<file path="config.mk">
export PLATFORM = sky130hd
export DESIGN_NAME = instr_loader
export DESIGN_NICKNAME = d
export VERILOG_FILES = /design/src/rtl/instr_loader.sv
export SDC_FILE = /design/constraint.sdc
export NUM_CORES = 1
export LEC_CHECK = 0
export ABC_CLOCK_PERIOD_IN_PS = 4900
export CAP_MARGIN = 10
export CORE_ASPECT_RATIO = 1.5
export CORE_UTILIZATION = 45
export CTS_CLUSTER_SIZE = 28
export DETAILED_ROUTE_END_ITERATION = 7
export GPL_ROUTABILITY_DRIVEN = 1
export GPL_TIMING_DRIVEN = 0
export PLACE_DENSITY = 0.72
export SYNTH_ARGS = -nofsm -noshare
export SYNTH_HDL_FRONTEND = slang
export SYNTH_SLANG_ARGS = --single-unit
</file>
<file path="constraint.sdc">
create_clock -name clk -period 4.9 [get_ports clk]
set_input_delay 1.225 -clock clk [delete_from_list [all_inputs] [get_ports clk]]
set_output_delay 1.225 -clock clk [all_outputs]
set_load 0.02 [all_outputs]
</file>
<file path="src/rtl/instr_loader.sv">
// -----------------------------------------------------------------------------
// instr_loader
//   UART-side program loader for the pipelined MIPS. Bytes from the UART
//   receiver are assembled big-endian into 32-bit words and written to
//   instruction memory from word address 0 upward. The load ends on the halt
//   word (which is itself written) or when memory is full; the CPU is held in
//   stall until then.
//
//   Optional build macro: LOADER_CHECKSUM_EN
//     When defined, an 8-bit XOR of all accepted bytes is kept and one extra
//     checksum byte is expected after the halt word. A mismatch sets load_err.
//     When undefined, load_err flags only a memory overflow.
//
// Ports
//   clk         in   system clock
//   rst         in   synchronous reset, active low
//   rx_byte     in   [7:0] received byte, valid with rx_done
//   rx_done     in   one-cycle byte strobe
//   imem_wr_en  out  instruction memory write strobe, one cycle per word
//   imem_addr   out  [ADDR_W-1:0] word address of the write
//   imem_wdata  out  [31:0] assembled word
//   word_count  out  [ADDR_W:0] number of words written so far
//   load_done   out  high from end of load until reset
//   cpu_enable  out  releases the pipeline; same as load_done
//   load_err    out  sticky error flag (overflow / checksum mismatch)
// -----------------------------------------------------------------------------
module instr_loader #(
  parameter int          ADDR_W         = 10,
  parameter int          MAX_WORDS      = 1024,
  parameter logic [31:0] HALT_WORD      = 32'h0000_0000,
  parameter int          TIMEOUT_CYCLES = 100000
) (
  input  logic              clk,
  input  logic              rst,
  input  logic [7:0]        rx_byte,
  input  logic              rx_done,
  output logic              imem_wr_en,
  output logic [ADDR_W-1:0] imem_addr,
  output logic [31:0]       imem_wdata,
  output logic [ADDR_W:0]   word_count,
  output logic              load_done,
  output logic              cpu_enable,
  output logic              load_err
);

  localparam int              TO_W      = $clog2(TIMEOUT_CYCLES + 1);
  localparam logic [TO_W-1:0] TO_LAST   = TO_W'(TIMEOUT_CYCLES - 1);
  localparam logic [TO_W-1:0] TO_ONE    = TO_W'(1);
  localparam logic [ADDR_W-1:0] LAST_ADDR = ADDR_W'(MAX_WORDS - 1);
  localparam logic [ADDR_W-1:0] ADDR_ONE  = ADDR_W'(1);
  localparam logic [ADDR_W:0]   CNT_ONE   = (ADDR_W + 1)'(1);

  typedef enum logic [1:0] {
    S_ASSEMBLE = 2'd0,
    S_WRITE    = 2'd1,
`ifdef LOADER_CHECKSUM_EN
    S_CHECK    = 2'd2,
`endif
    S_DONE     = 2'd3
  } state_t;

  state_t            state_reg, state_next;
  logic [31:0]       shift_reg, shift_next;
  logic [1:0]        idx_reg, idx_next;
  logic [ADDR_W-1:0] addr_reg, addr_next;
  logic [ADDR_W:0]   count_reg, count_next;
  logic [TO_W-1:0]   timer_reg, timer_next;
  logic              err_reg, err_next;
`ifdef LOADER_CHECKSUM_EN
  logic [7:0]        xor_reg, xor_next;
`endif

  logic is_halt;
  logic at_last;
  logic byte_take;

  assign is_halt = (shift_reg == HALT_WORD);
  assign at_last = (addr_reg == LAST_ADDR);

  // ---------------------------------------------------------------------------
  // State register
  // ---------------------------------------------------------------------------
  always_ff @(posedge clk) begin
    if (!rst) begin
      state_reg <= S_ASSEMBLE;
    end else begin
      state_reg <= state_next;
    end
  end

  // ---------------------------------------------------------------------------
  // Next-state logic
  // ---------------------------------------------------------------------------
  always_comb begin
    state_next = state_reg;
    case (state_reg)
      S_ASSEMBLE: begin
        if (rx_done && (idx_reg == 2'd3)) begin
          state_next = S_WRITE;
        end
      end
      S_WRITE: begin
        if (is_halt) begin
`ifdef LOADER_CHECKSUM_EN
          // A byte arriving in the halt write cycle is the checksum byte.
          state_next = rx_done ? S_DONE : S_CHECK;
`else
          state_next = S_DONE;
`endif
        end else if (at_last) begin
          state_next = S_DONE;
        end else begin
          state_next = S_ASSEMBLE;
        end
      end
`ifdef LOADER_CHECKSUM_EN
      S_CHECK: begin
        if (rx_done) begin
          state_next = S_DONE;
        end
      end
`endif
      S_DONE:  state_next = S_DONE;
      default: state_next = S_ASSEMBLE;
    endcase
  end

  // ---------------------------------------------------------------------------
  // Datapath next values
  // ---------------------------------------------------------------------------
  // Bytes are taken while assembling, and also during a WRITE that returns to
  // ASSEMBLE, so a back-to-back stream never loses the byte after a word.
  assign byte_take = rx_done &&
                     ((state_reg == S_ASSEMBLE) ||
                      ((state_reg == S_WRITE) && (state_next == S_ASSEMBLE)));

  always_comb begin
    shift_next = shift_reg;
    idx_next   = idx_reg;
    addr_next  = addr_reg;
    count_next = count_reg;
    timer_next = timer_reg;
    err_next   = err_reg;
`ifdef LOADER_CHECKSUM_EN
    xor_next   = xor_reg;
`endif

    if (byte_take) begin
      shift_next = {shift_reg[23:0], rx_byte};
      idx_next   = idx_reg + 2'd1;
      timer_next = '0;
`ifdef LOADER_CHECKSUM_EN
      xor_next   = xor_reg ^ rx_byte;
`endif
    end else if ((state_reg == S_ASSEMBLE) && (idx_reg != 2'd0)) begin
      // Stalled partial word: drop it once the idle limit is reached.
      if (timer_reg == TO_LAST) begin
        idx_next   = 2'd0;
        timer_next = '0;
      end else begin
        timer_next = timer_reg + TO_ONE;
      end
    end

    if (state_reg == S_WRITE) begin
      addr_next  = addr_reg + ADDR_ONE;
      count_next = count_reg + CNT_ONE;
      if (!is_halt && at_last) begin
        err_next = 1'b1;
      end
`ifdef LOADER_CHECKSUM_EN
      if (is_halt && rx_done) begin
        err_next = (rx_byte != xor_reg);
      end
`endif
    end

`ifdef LOADER_CHECKSUM_EN
    if ((state_reg == S_CHECK) && rx_done) begin
      err_next = (rx_byte != xor_reg);
    end
`endif
  end

  always_ff @(posedge clk) begin
    if (!rst) begin
      shift_reg <= '0;
      idx_reg   <= '0;
      addr_reg  <= '0;
      count_reg <= '0;
      timer_reg <= '0;
      err_reg   <= 1'b0;
`ifdef LOADER_CHECKSUM_EN
      xor_reg   <= '0;
`endif
    end else begin
      shift_reg <= shift_next;
      idx_reg   <= idx_next;
      addr_reg  <= addr_next;
      count_reg <= count_next;
      timer_reg <= timer_next;
      err_reg   <= err_next;
`ifdef LOADER_CHECKSUM_EN
      xor_reg   <= xor_next;
`endif
    end
  end

  // ---------------------------------------------------------------------------
  // Outputs (decoded from registered state only)
  // ---------------------------------------------------------------------------
  always_comb begin
    imem_wr_en = (state_reg == S_WRITE);
    load_done  = (state_reg == S_DONE);
    cpu_enable = (state_reg == S_DONE);
    imem_addr  = addr_reg;
    imem_wdata = shift_reg;
    word_count = count_reg;
    load_err   = err_reg;
  end

endmodule

</file>
Word level (Yosys, flattened, before mapping) --
Cells that the tools add are included.
Word-level totals: flip-flop bits (word level) 75, bits of input ports 11, output and inout port bits 57, word-level logic and storage cells 41
Cells by class: add/subtract/negate cells 4, equal/unequal tests 5, multiplexer cells 8, bitwise gates (word level) 1, reduce and logical (&&, ||, !) cells 16
Operator list (number):
- $logic_not A32 Y1 | 1
- $add A17 B1 Y17 const B | 1
- $eq A17 B17 Y1 const B | 1
- $mux W17 | 1
- $mux W2 | 6
- $add A11 B1 Y11 const B | 1
- $add A10 B1 Y10 const B | 1
- $eq A10 B10 Y1 const B | 1
- $pmux W2 S3 | 1
- $reduce_bool A2 Y1 | 3
- $logic_and A1 B1 Y1 | 5
- $eq A2 B2 Y1 const B | 2
- $logic_not A2 Y1 | 2
- $reduce_and A2 Y1 | 2
- $add A2 B1 Y2 const B | 1
- $eq A2 B1 Y1 const B | 1
- $reduce_or A2 Y1 | 1
- $logic_not A1 Y1 | 1
- $logic_or A1 B1 Y1 | 1
- $not A1 Y1 | 1

Longest topological paths before layout --
word-level depth 10, depth in mapped cells 8, mapped depth without buffers 7

Worst setup path after synthesis --
No wires, ideal clock.
path type input port to flip-flop, start point input port rst, end point register state_reg[0], library setup time 0.070 ns, arrival time 2.150 ns, required time 4.830 ns, path slack 2.679 ns, stages on the path 5, buffers on the path 3, path through clkbuf_1 > clkbuf_1 > buf_1 > nand3_1 > o21bai_1
RTL lines:
- from (decl) | RTL line 34 | input logic rst,
- to (signal assigned) | RTL line 87 | state_reg <= state_next;
- to (decl) | RTL line 62 | state_t state_reg, state_next;

Worst setup path after layout --
start point register state_reg[0], end point output port imem_wr_en
On the way: cells in the longest elaborated chain, start to end 1
RTL lines:
- $eq A2 B1 Y1 | RTL line 213 | imem_wr_en = (state_reg == S_WRITE);
- to (decl) | RTL line 37 | output logic imem_wr_en,
No other way between the ends.

==> run metrics <==
status=complete, no violations; worst-margin pin slew=approximately 500 ps; max FFs per register=32; # nets final=432; die area=around 0.0076 mm2; leakage=between 1.5 and 2 nW; Vias/cell=around 5.2; final cell count without fillers=around 500; Setup Crit Path Kind=reg -> out; Max Buffers Root-to-Sink=2; crit-path max FO=10; crit end category=output port; Synth Instances=between 300 and 400; largest net degree at the start of global routing=13; Final setup violation count=0; Mapped Avg Cell Area=about 9.6 um2; GRT overflow=0; drt pass-1 iters=4; final wirelength=between 7000 and 8000 um; I/O pins=68; CORE AREA=around 0.0069 mm2; Rows=37; Max Slew Vio Count=0; chip height=~110 um; fin crit share=0.613; antenna violations before repair=0; WL/cell=14.2 um; synth-to-layout area growth=29.5%; vias=2601; Post-synth EDFFs=0; Setup crit end=imem_wr_en; R2R Path End=timer_reg[3]; total inserted antenna cells=0; Area contributors post-synth=dfxtp_1 (46%), mux2i_1 (11%), nand2_1 (6.5%); TritonCTS clock tree=yes; PortBufs=66; Tightest Hold Check Type=reg -> reg; gr usage total=0.202; # hold bufs at CTS=0; Yosys reg bits=75; 1st-iter DRT viols=roughly 80; worst reg-to-reg path cell count=8; PostCTS Resize Cnt=0; Unique masters post-synth=between 40 and 50; Yosys top cell by area=dfxtp_1; setup_tns=0 ps; DP Cell Count=approximately 480; HPWL Detailed=between 5000 and 6000 um; first-pass GRT wire length=~12000 um; Die X-Extent=between 70 and 80 um; Synth async-reset ratio=0; Critical R2R Launch=idx_reg[0]; Critical Path Source=state_reg[0]; Crit path required time=approximately 3700 ps; vias in the first global route=2640; Worst VDD drop=roughly 0.21 mV; MaxCap Viol Count=0; CTS Buf Count=9; ys flop type=dfxtp_1; Final ANT Viol Nets=0; top cell type's share of synthesized area=0.460; reg-to-reg setup timing slack=approximately 3000 ps; P per Cell Area=287 mW/mm2; minimum clock period=3010 ps; Rel. slew slack=0.665; synthesized cell area=around 0.0033 mm2; post-synthesis sequential area ratio=0.460; Syn Nets=between 300 and 400; RSZ-0062 raised after global routing=no; RePlAce Congestion=between 0.7 and 0.8; CTS HTree Levels=3; root buffer cell=clkbuf_8; Synth Warn #=0; initial core utilization=0.470; Reg clk slew, reported paths=70 ps; Sink Count=75; CP Launch Type=flip-flop; post-CTS setup buffers=0; crit path DAT=about 1800 ps; layout cells sized above 1=0.0689; drc violations=0; final worst clock skew=roughly 16 ps; f_max=333 MHz; Final Hold Viols=0; Clk Latency, worst-skew pair=between 300 and 400 ps
placed cells by master, fill, tap and decap left out, drive strengths merged, types with 3 or more instances in the layout:
master	instances
ha	5
or3	3
nand3	11
xnor2	16
o21ai	4
nor2	22
and3	6
clkdlybuf4s50	66
nand2	57
nor4	10
dfxtp	75
mux2i	35
clkbuf	20
nor2b	6
inv	4
and2	17
and4	6
nand4	12
buf	8
xor2	15
cell type report:
class,count,area (um2)
Buffer,15,95.1
Clock buffer,13,159
Tap cell,78,97.6
Inverter,4,15.0
Sequential cell,75,1500
Clock inverter,3,46.3
Timing Repair Buffer,66,661
Multi-Input combinational cell,245,1660
Fill cell,621,2710
per-layer routing:
layer  track usage  wire [um]  vias to the layer above
met5             0          0                        -
met4        0.0812        120                        0
met3        0.0464        250                        8
met2         0.354       3670                       49
met1         0.236       3020                     1222
li1              -          -                     1322
worst min path at each step:
stage	end	from	slack (ps)	cells past startpoint
2_1_floorplan	idx_reg[1]	idx_reg[1]	450	2
3_3_place_gp	load_err	load_err	450	1
3_5_place_dp	load_err	load_err	470	1
4_1_cts	imem_wdata[27]	imem_wdata[27]	480	2
5_1_grt	load_err	load_err	510	1
6_report	load_err	load_err	480	1
metrics by stage:
stage | setup slack (ps) | power [mW] | hold WS [ps] | cell area, um2 | util
4_1_cts | 1870 | 1.22 | 481 | 4230 | 0.609
6_report | 1890 | 1.21 | 477 | 4230 | 0.609
3_5_place_dp | 2010 | 0.742 | 465 | 4030 | 0.580
3_3_place_gp | 2040 | 0.741 | 451 | 4030 | 0.580
2_1_floorplan | 2680 | 0.702 | 451 | 3270 | -
5_1_grt | 1820 | 1.26 | 508 | 4230 | 0.609
power breakdown:
group / switching (mW) / internal [mW] / leakage [nW]
combinational: 0.0542 / 0.0446 / 0.946
sequential: 0.00913 / 0.619 / 0.607
clock: 0.222 / 0.265 / 0.0998
cells by family (layout without fill, tap and decap cells):
family / after synthesis / after routing / share of synthesized area
adder cells (fa/ha/maj): 5 / 5 / 0.0191
AND/OR/NAND/NOR: 159 / 159 / 0.264
AO/OA/AOI/OAI: 15 / 15 / 0.0333
multiplexers: 35 / 35 / 0.107
flip-flops: 75 / 75 / 0.460
XOR/XNOR: 31 / 31 / 0.0831
buffers and inverters: 19 / 101 / 0.0337
Yosys cell counts, types with 3 or more instances:
| cell | n |
|---|---|
| dfxtp_1 | 75 |
| nand2_1 | 57 |
| mux2i_1 | 35 |
| nor2_1 | 19 |
| and2_1 | 17 |
| xnor2_1 | 16 |
| xor2_1 | 15 |
| nand4_1 | 12 |
| nand3_1 | 11 |
| nor4_1 | 8 |
| clkbuf_1 | 7 |
| and3_1 | 6 |
| and4_1 | 6 |
| nor2b_1 | 6 |
| ha_1 | 5 |
| buf_6 | 4 |
| inv_1 | 4 |
| o21ai_0 | 3 |
| or3_1 | 3 |
worst max-delay path, stage by stage (launching register included):
cell	delay (ps)
dfxtp_1	430
nor2b_1	200
buf_4	200
clkdlybuf4s50_1	630
No activity file was read; power rests on OpenSTA's default activity.
